### config.mk
export PLATFORM = sky130hd
export DESIGN_NAME = hazard_controller
export DESIGN_NICKNAME = d
export VERILOG_FILES = /design/src/rtl/hazard_controller_pkg.sv /design/src/rtl/hazard_controller_forwarding_unit.sv /design/src/rtl/hazard_controller.sv
export SDC_FILE = /design/constraint.sdc
export NUM_CORES = 1
export LEC_CHECK = 0
export ABC_AREA = 0
export BUFFER_PORTS_ARGS = -buffer_cell sky130_fd_sc_hd__clkbuf_2
export CORE_MARGIN = 2
export CORE_UTILIZATION = 54
export DETAILED_ROUTE_END_ITERATION = 6
export PLACE_DENSITY = 0.95
export SLEW_MARGIN = 25
export SYNTH_ARGS = -nofsm -noshare
export SYNTH_HDL_FRONTEND = slang
export SYNTH_SLANG_ARGS = --single-unit
export TNS_END_PERCENT = 5
### constraint.sdc
create_clock -name clk -period 4.6 [get_ports clk]
set_clock_uncertainty 0.1 [all_clocks]
set_input_delay 0.23 -clock clk [delete_from_list [all_inputs] [get_ports clk]]
set_output_delay 0.23 -clock clk [all_outputs]
set_load 0.03 [all_outputs]
### src/rtl/hazard_controller_pkg.sv
// Shared definitions for the pipeline hazard controller: sequencer states and
// operand-forwarding select codes.
package hazard_controller_pkg;

    typedef enum logic {
        HZ_RUN,
        HZ_MC_BUSY
    } hz_state_t;

    localparam logic [1:0] FWD_RF  = 2'b00;
    localparam logic [1:0] FWD_WB  = 2'b01;
    localparam logic [1:0] FWD_MEM = 2'b10;

endpackage

### src/rtl/hazard_controller_forwarding_unit.sv
// Combinational operand-forwarding select for the two E-stage sources.
// The M stage result takes priority over W; x0 is never forwarded.
module forwarding_unit
    import hazard_controller_pkg::*;
#(
    parameter int unsigned RA_W = 5
) (
    input  logic [RA_W-1:0] rs1_e,
    input  logic [RA_W-1:0] rs2_e,
    input  logic [RA_W-1:0] rd_m,
    input  logic [RA_W-1:0] rd_w,
    input  logic            reg_write_m,
    input  logic            reg_write_w,
    output logic [1:0]      fwd_a_e,
    output logic [1:0]      fwd_b_e
);

    logic m_valid;
    logic w_valid;

    assign m_valid = reg_write_m & (rd_m != '0);
    assign w_valid = reg_write_w & (rd_w != '0);

    always_comb begin
        fwd_a_e = FWD_RF;
        fwd_b_e = FWD_RF;
        if (m_valid && rd_m == rs1_e)      fwd_a_e = FWD_MEM;
        else if (w_valid && rd_w == rs1_e) fwd_a_e = FWD_WB;
        if (m_valid && rd_m == rs2_e)      fwd_b_e = FWD_MEM;
        else if (w_valid && rd_w == rs2_e) fwd_b_e = FWD_WB;
    end

endmodule

### src/rtl/hazard_controller.sv
// Central stall/flush/forward sequencer for the 5-stage pipeline, with a
// multicycle-execute sequencer and a saturating stall-cycle counter.
module hazard_controller
    import hazard_controller_pkg::*;
#(
    parameter int unsigned MC_LATENCY = 4,
    parameter int unsigned RA_W       = 5,
    parameter int unsigned PERF_W     = 32
) (
    input  logic              clk,
    input  logic              reset,
    input  logic [RA_W-1:0]   rs1_d,
    input  logic [RA_W-1:0]   rs2_d,
    input  logic [RA_W-1:0]   rs1_e,
    input  logic [RA_W-1:0]   rs2_e,
    input  logic [RA_W-1:0]   rd_e,
    input  logic              load_e,
    input  logic              mc_start_e,
    input  logic [RA_W-1:0]   rd_m,
    input  logic [RA_W-1:0]   rd_w,
    input  logic              reg_write_m,
    input  logic              reg_write_w,
    input  logic              pc_src_e,
    input  logic              mem_req_m,
    input  logic              dmem_ready,
    output logic              stall_f,
    output logic              stall_d,
    output logic              stall_e,
    output logic              stall_m,
    output logic              flush_d,
    output logic              flush_e,
    output logic              flush_m,
    output logic              flush_w,
    output logic [1:0]        fwd_a_e,
    output logic [1:0]        fwd_b_e,
    output logic              mc_busy,
    output logic [PERF_W-1:0] stall_cycles
);

    localparam int unsigned     CNT_W    = $clog2(MC_LATENCY) + 1;
    localparam logic [CNT_W-1:0] CNT_LOAD = CNT_W'(MC_LATENCY - 1);
    localparam bit               MC_MULTI = (MC_LATENCY > 1);
    localparam bit               MC_LONG  = (MC_LATENCY > 2);

    hz_state_t        state, state_next;
    logic [CNT_W-1:0] mc_cnt, mc_cnt_next;
    logic             mem_stall;
    logic             mc_hold;
    logic             load_use;
    logic [1:0]       fwd_a, fwd_b;

    assign mem_stall = mem_req_m & ~dmem_ready;
    assign load_use  = load_e & (rd_e != '0) & ((rd_e == rs1_d) | (rd_e == rs2_d));

    forwarding_unit #(.RA_W(RA_W)) u_fwd (
        .rs1_e       (rs1_e),
        .rs2_e       (rs2_e),
        .rd_m        (rd_m),
        .rd_w        (rd_w),
        .reg_write_m (reg_write_m),
        .reg_write_w (reg_write_w),
        .fwd_a_e     (fwd_a),
        .fwd_b_e     (fwd_b)
    );

    always_ff @(posedge clk) begin
        if (reset) begin
            state  <= HZ_RUN;
            mc_cnt <= '0;
        end else begin
            state  <= state_next;
            mc_cnt <= mc_cnt_next;
        end
    end

    // mc_cnt counts E cycles left including the current one; the start cycle
    // already holds E, so the sequencer leaves MC_BUSY once only the final
    // (advancing) cycle remains. This keeps E occupancy at MC_LATENCY.
    always_comb begin
        state_next  = state;
        mc_cnt_next = mc_cnt;
        mc_hold     = 1'b0;
        unique case (state)
            HZ_RUN: begin
                mc_hold = mc_start_e & MC_MULTI;
                if (mc_start_e && MC_LONG && !mem_stall) begin
                    state_next  = HZ_MC_BUSY;
                    mc_cnt_next = CNT_LOAD;
                end
            end
            HZ_MC_BUSY: begin
                mc_hold = 1'b1;
                if (!mem_stall) begin
                    if (mc_cnt <= CNT_W'(2)) begin
                        state_next  = HZ_RUN;
                        mc_cnt_next = '0;
                    end else begin
                        mc_cnt_next = mc_cnt - CNT_W'(1);
                    end
                end
            end
            default: begin
                state_next  = HZ_RUN;
                mc_cnt_next = '0;
            end
        endcase
    end

    always_comb begin
        stall_f = 1'b0;
        stall_d = 1'b0;
        stall_e = 1'b0;
        stall_m = 1'b0;
        flush_d = 1'b0;
        flush_e = 1'b0;
        flush_m = 1'b0;
        flush_w = 1'b0;
        if (!reset) begin
            if (mem_stall) begin
                {stall_f, stall_d, stall_e, stall_m} = '1;
                flush_w = 1'b1;
            end else if (mc_hold) begin
                {stall_f, stall_d, stall_e} = '1;
                flush_m = 1'b1;
            end else if (pc_src_e) begin
                flush_d = 1'b1;
                flush_e = 1'b1;
            end else if (load_use) begin
                stall_f = 1'b1;
                stall_d = 1'b1;
                flush_e = 1'b1;
            end
        end
    end

    assign fwd_a_e = reset ? FWD_RF : fwd_a;
    assign fwd_b_e = reset ? FWD_RF : fwd_b;
    assign mc_busy = mc_hold & ~reset;

    always_ff @(posedge clk) begin
        if (reset) begin
            stall_cycles <= '0;
        end else if (stall_f && stall_cycles != '1) begin
            stall_cycles <= stall_cycles + PERF_W'(1);
        end
    end

endmodule

==> results.toml <==
[global_route]
grt.total_usage_pct = 24.6
grt_pass1_wl_um = 10200
grt_pass1_vias = 2333
grt-ovfl-total = 0
antenna_found_initial = 0
grt_max_degree = 61

[route]
first_pass_iters = 7
ant_nets = 0
avgRoutedWirePerCell_um = 14.6
top_layer_used = "met4"
drt_iter0_drc = 223
wirelength_um = 6340
route.met3.wl_um = 324
m1WireLength_um = 2620
drc_errors = 10
vias_per_cell = 6.13
vias = 2660
met2_length_um = 3250

[synthesis]
async_flop_share_pct = 0
ys_seq_elements = 36
yosysTopAreaCellShare_pct = 29.8
ys_seq_area_share_pct = 29.8
yosysWarnings = 0
ys_types = 43
synthCells = 304
synth-edff-count = 0
ys.flop_type = "dfxtp_1"
avgSynthCellArea_um2 = 7.96
mappedNetlistNets = 351
synth_area_leaders = "dfxtp_1 (30%), xor2_1 (7.2%), or4_1 (6.5%), a21oi_1 (6.0%), o31ai_1 (5.3%)"
yosysTopAreaCell = "dfxtp_1"
synth_area_um2 = 2420

[clocking]
insertion_delay_ps = 290
cts_hold_buf = 0
clockRootBuffer = "clkbuf_8"
post_cts_resized = 0
cts_tree = "yes"
cts_setup_buffers = 0
cts.sinks = 36
clkTransAtPathRegs_ps = 70
htree_levels = 2
numCtsBuffers = 5
cts_buffer_depth = 2

[layout]
drive_gt1_share_pct = 26.4
seq_area_um2 = 721
layout_common_cells = "clkbuf_2 (88), dfxtp_1 (36), a21oi_1 (29)"
syn2layout_area_growth_pct = 20.5
final_util_pct = 67.4
multi_input_area_um2 = 1560
final_common_cell = "clkbuf_2"
fin_nets = 428
fill_cells = 368
antenna_cells = 0
stdcell_area_um2 = 2920

[timing]
tightest_slew_ps = 936
hold_violations = 0
period_share_pct = 61.3
fmaxAchievable_mhz = 355
finalMaxSlewViolations = 0
slew_headroom_pct = 37.6
final.min_clock_period_ps = 2820
rsz0062_at_grt = "no"
finalWorstSetupSlack_ps = 1780
totalNegativeSetupSlack_ps = 0
setup_viol = 0

[placed_design]
dpl.hpwl_um = 4590
portBuffers = 88
place_ws_ps = 1830
routabilityCongestion = 0.908
dpl_cell_area_um2 = 2830

[setup_path]
cp-startpoint = "stall_cycles[8]"
worstPathRequired_ps = 4680
cp_cell_sequence = "nand4_1 -> nor3_1 -> and3_1 -> and3_1 -> nor3_1 -> mux2_2"
path_class = "reg -> reg"
cp.arrival_ps = 2900
r2r_cells = 6
worstReg2RegStart = "stall_cycles[8]"
cp_slowest_cell = "and3_1"
cp_top_family = "simple AND/OR/NAND/NOR gates"
cp-end-kind = "flop"
ff2ff_setup_slack_ps = 1780
crit_buf_inv = 0
slowest_delay_ps = 790
critical_path_cell_count = 6
crit_fanout = 32
critPathLaunchType = "flop"

[die]
start_util_pct = 55.9
io-pin-count = 89
placementRows = 24
fp.dieArea_um2 = 5030
die_height_um = 70.9
die_x_um = 70.9
coreArea_um2 = 4320

[job]
drv_cap = 0

[power]
peakVddDrop_uv = 212
powerDensity_nw_per_um2 = 232
p_leak_nw = 1.14
power_mw = 0.677

[worst_hold_path]
hold_depth = 5
hold_class = "in -> reg"
worstHoldStart = "mc_start_e"

[outcome]
outcome = "complete, but fails checks"
violations = "DRC"
==> power by group <==
part,total (mW),internal (mW),switching [mW],leakage (nW)
Clock,0.236,0.122,0.113,0.0455
Combinational,0.120,0.0451,0.0749,0.799
Sequential,0.321,0.316,0.00542,0.291
Total,0.677,0.483,0.194,1.14
==> stage by stage <==
| stage | hold WS, ps | std cells |
|---|---|---|
| after floorplan | 345 | 304 |
| after global placement | 378 | 426 |
| after detailed placement | 388 | 426 |
| after CTS | 273 | 434 |
| after global routing | 324 | 434 |
| final | 277 | 434 |
==> worst paths after layout <==
kind	endpoint
max	stall_cycles[23]
min	mc_cnt[0]
max reg2reg	stall_cycles[23]
min reg2reg	stall_cycles[18]
==> registers in the layout, indices dropped and copies added, names as in the netlist <==
signal        count
state             1
mc_cnt            3
stall_cycles     32
==> synth_stat cells (3+ instances only) <==
library cell / instances
clkbuf_1: 8
o31ai_1: 17
nand4_1: 11
nor2_1: 12
nand3_1: 19
o21ai_0: 14
o311ai_0: 3
xor2_1: 20
a21oi_1: 29
buf_1: 3
nor3_1: 6
buf_4: 4
ha_1: 3
dfxtp_1: 36
xnor2_1: 10
nor2b_1: 3
nor4_1: 8
or3_1: 10
or4_1: 21
o41ai_1: 3
inv_1: 10
and3_1: 8
nand2_1: 18
and4_1: 4
==> cell type report <==
class | instances | area share, %
inverter | 10 | 1.29
timing repair buffer | 88 | 15.1
multi-input combinational | 240 | 53.6
tap | 52 | 2.23
sequential | 36 | 24.7
clock buffer | 8 | 3.09
==> layer usage <==
metal,vias to the layer above,global-route usage [%]
met4,0,10.3
li1,1315,-
met3,14,5.13
met5,-,0
met1,1231,30.1
met2,100,42.2
==> cell families (layout without fill, tap and decap cells) <==
logic type	after synthesis	after routing	synth area share [%]
XOR/XNOR	30	30	10.9
adder cells (fa/ha/maj)	3	3	1.55
flip-flops	36	36	29.8
AO/OA/AOI/OAI	76	76	20.1
AND/OR/NAND/NOR	128	128	30.7
buffers and inverters	28	106	5.64
multiplexers	3	3	1.35
==> worst register-to-register path, cell delays in order (launching register included) <==
cell and delay (ps):
dfxtp_1 430, nand4_1 180, nor3_1 510, and3_1 280
and3_1 790, nor3_1 120, mux2_2 300
Note: power is estimated with default switching activity, not from simulation.
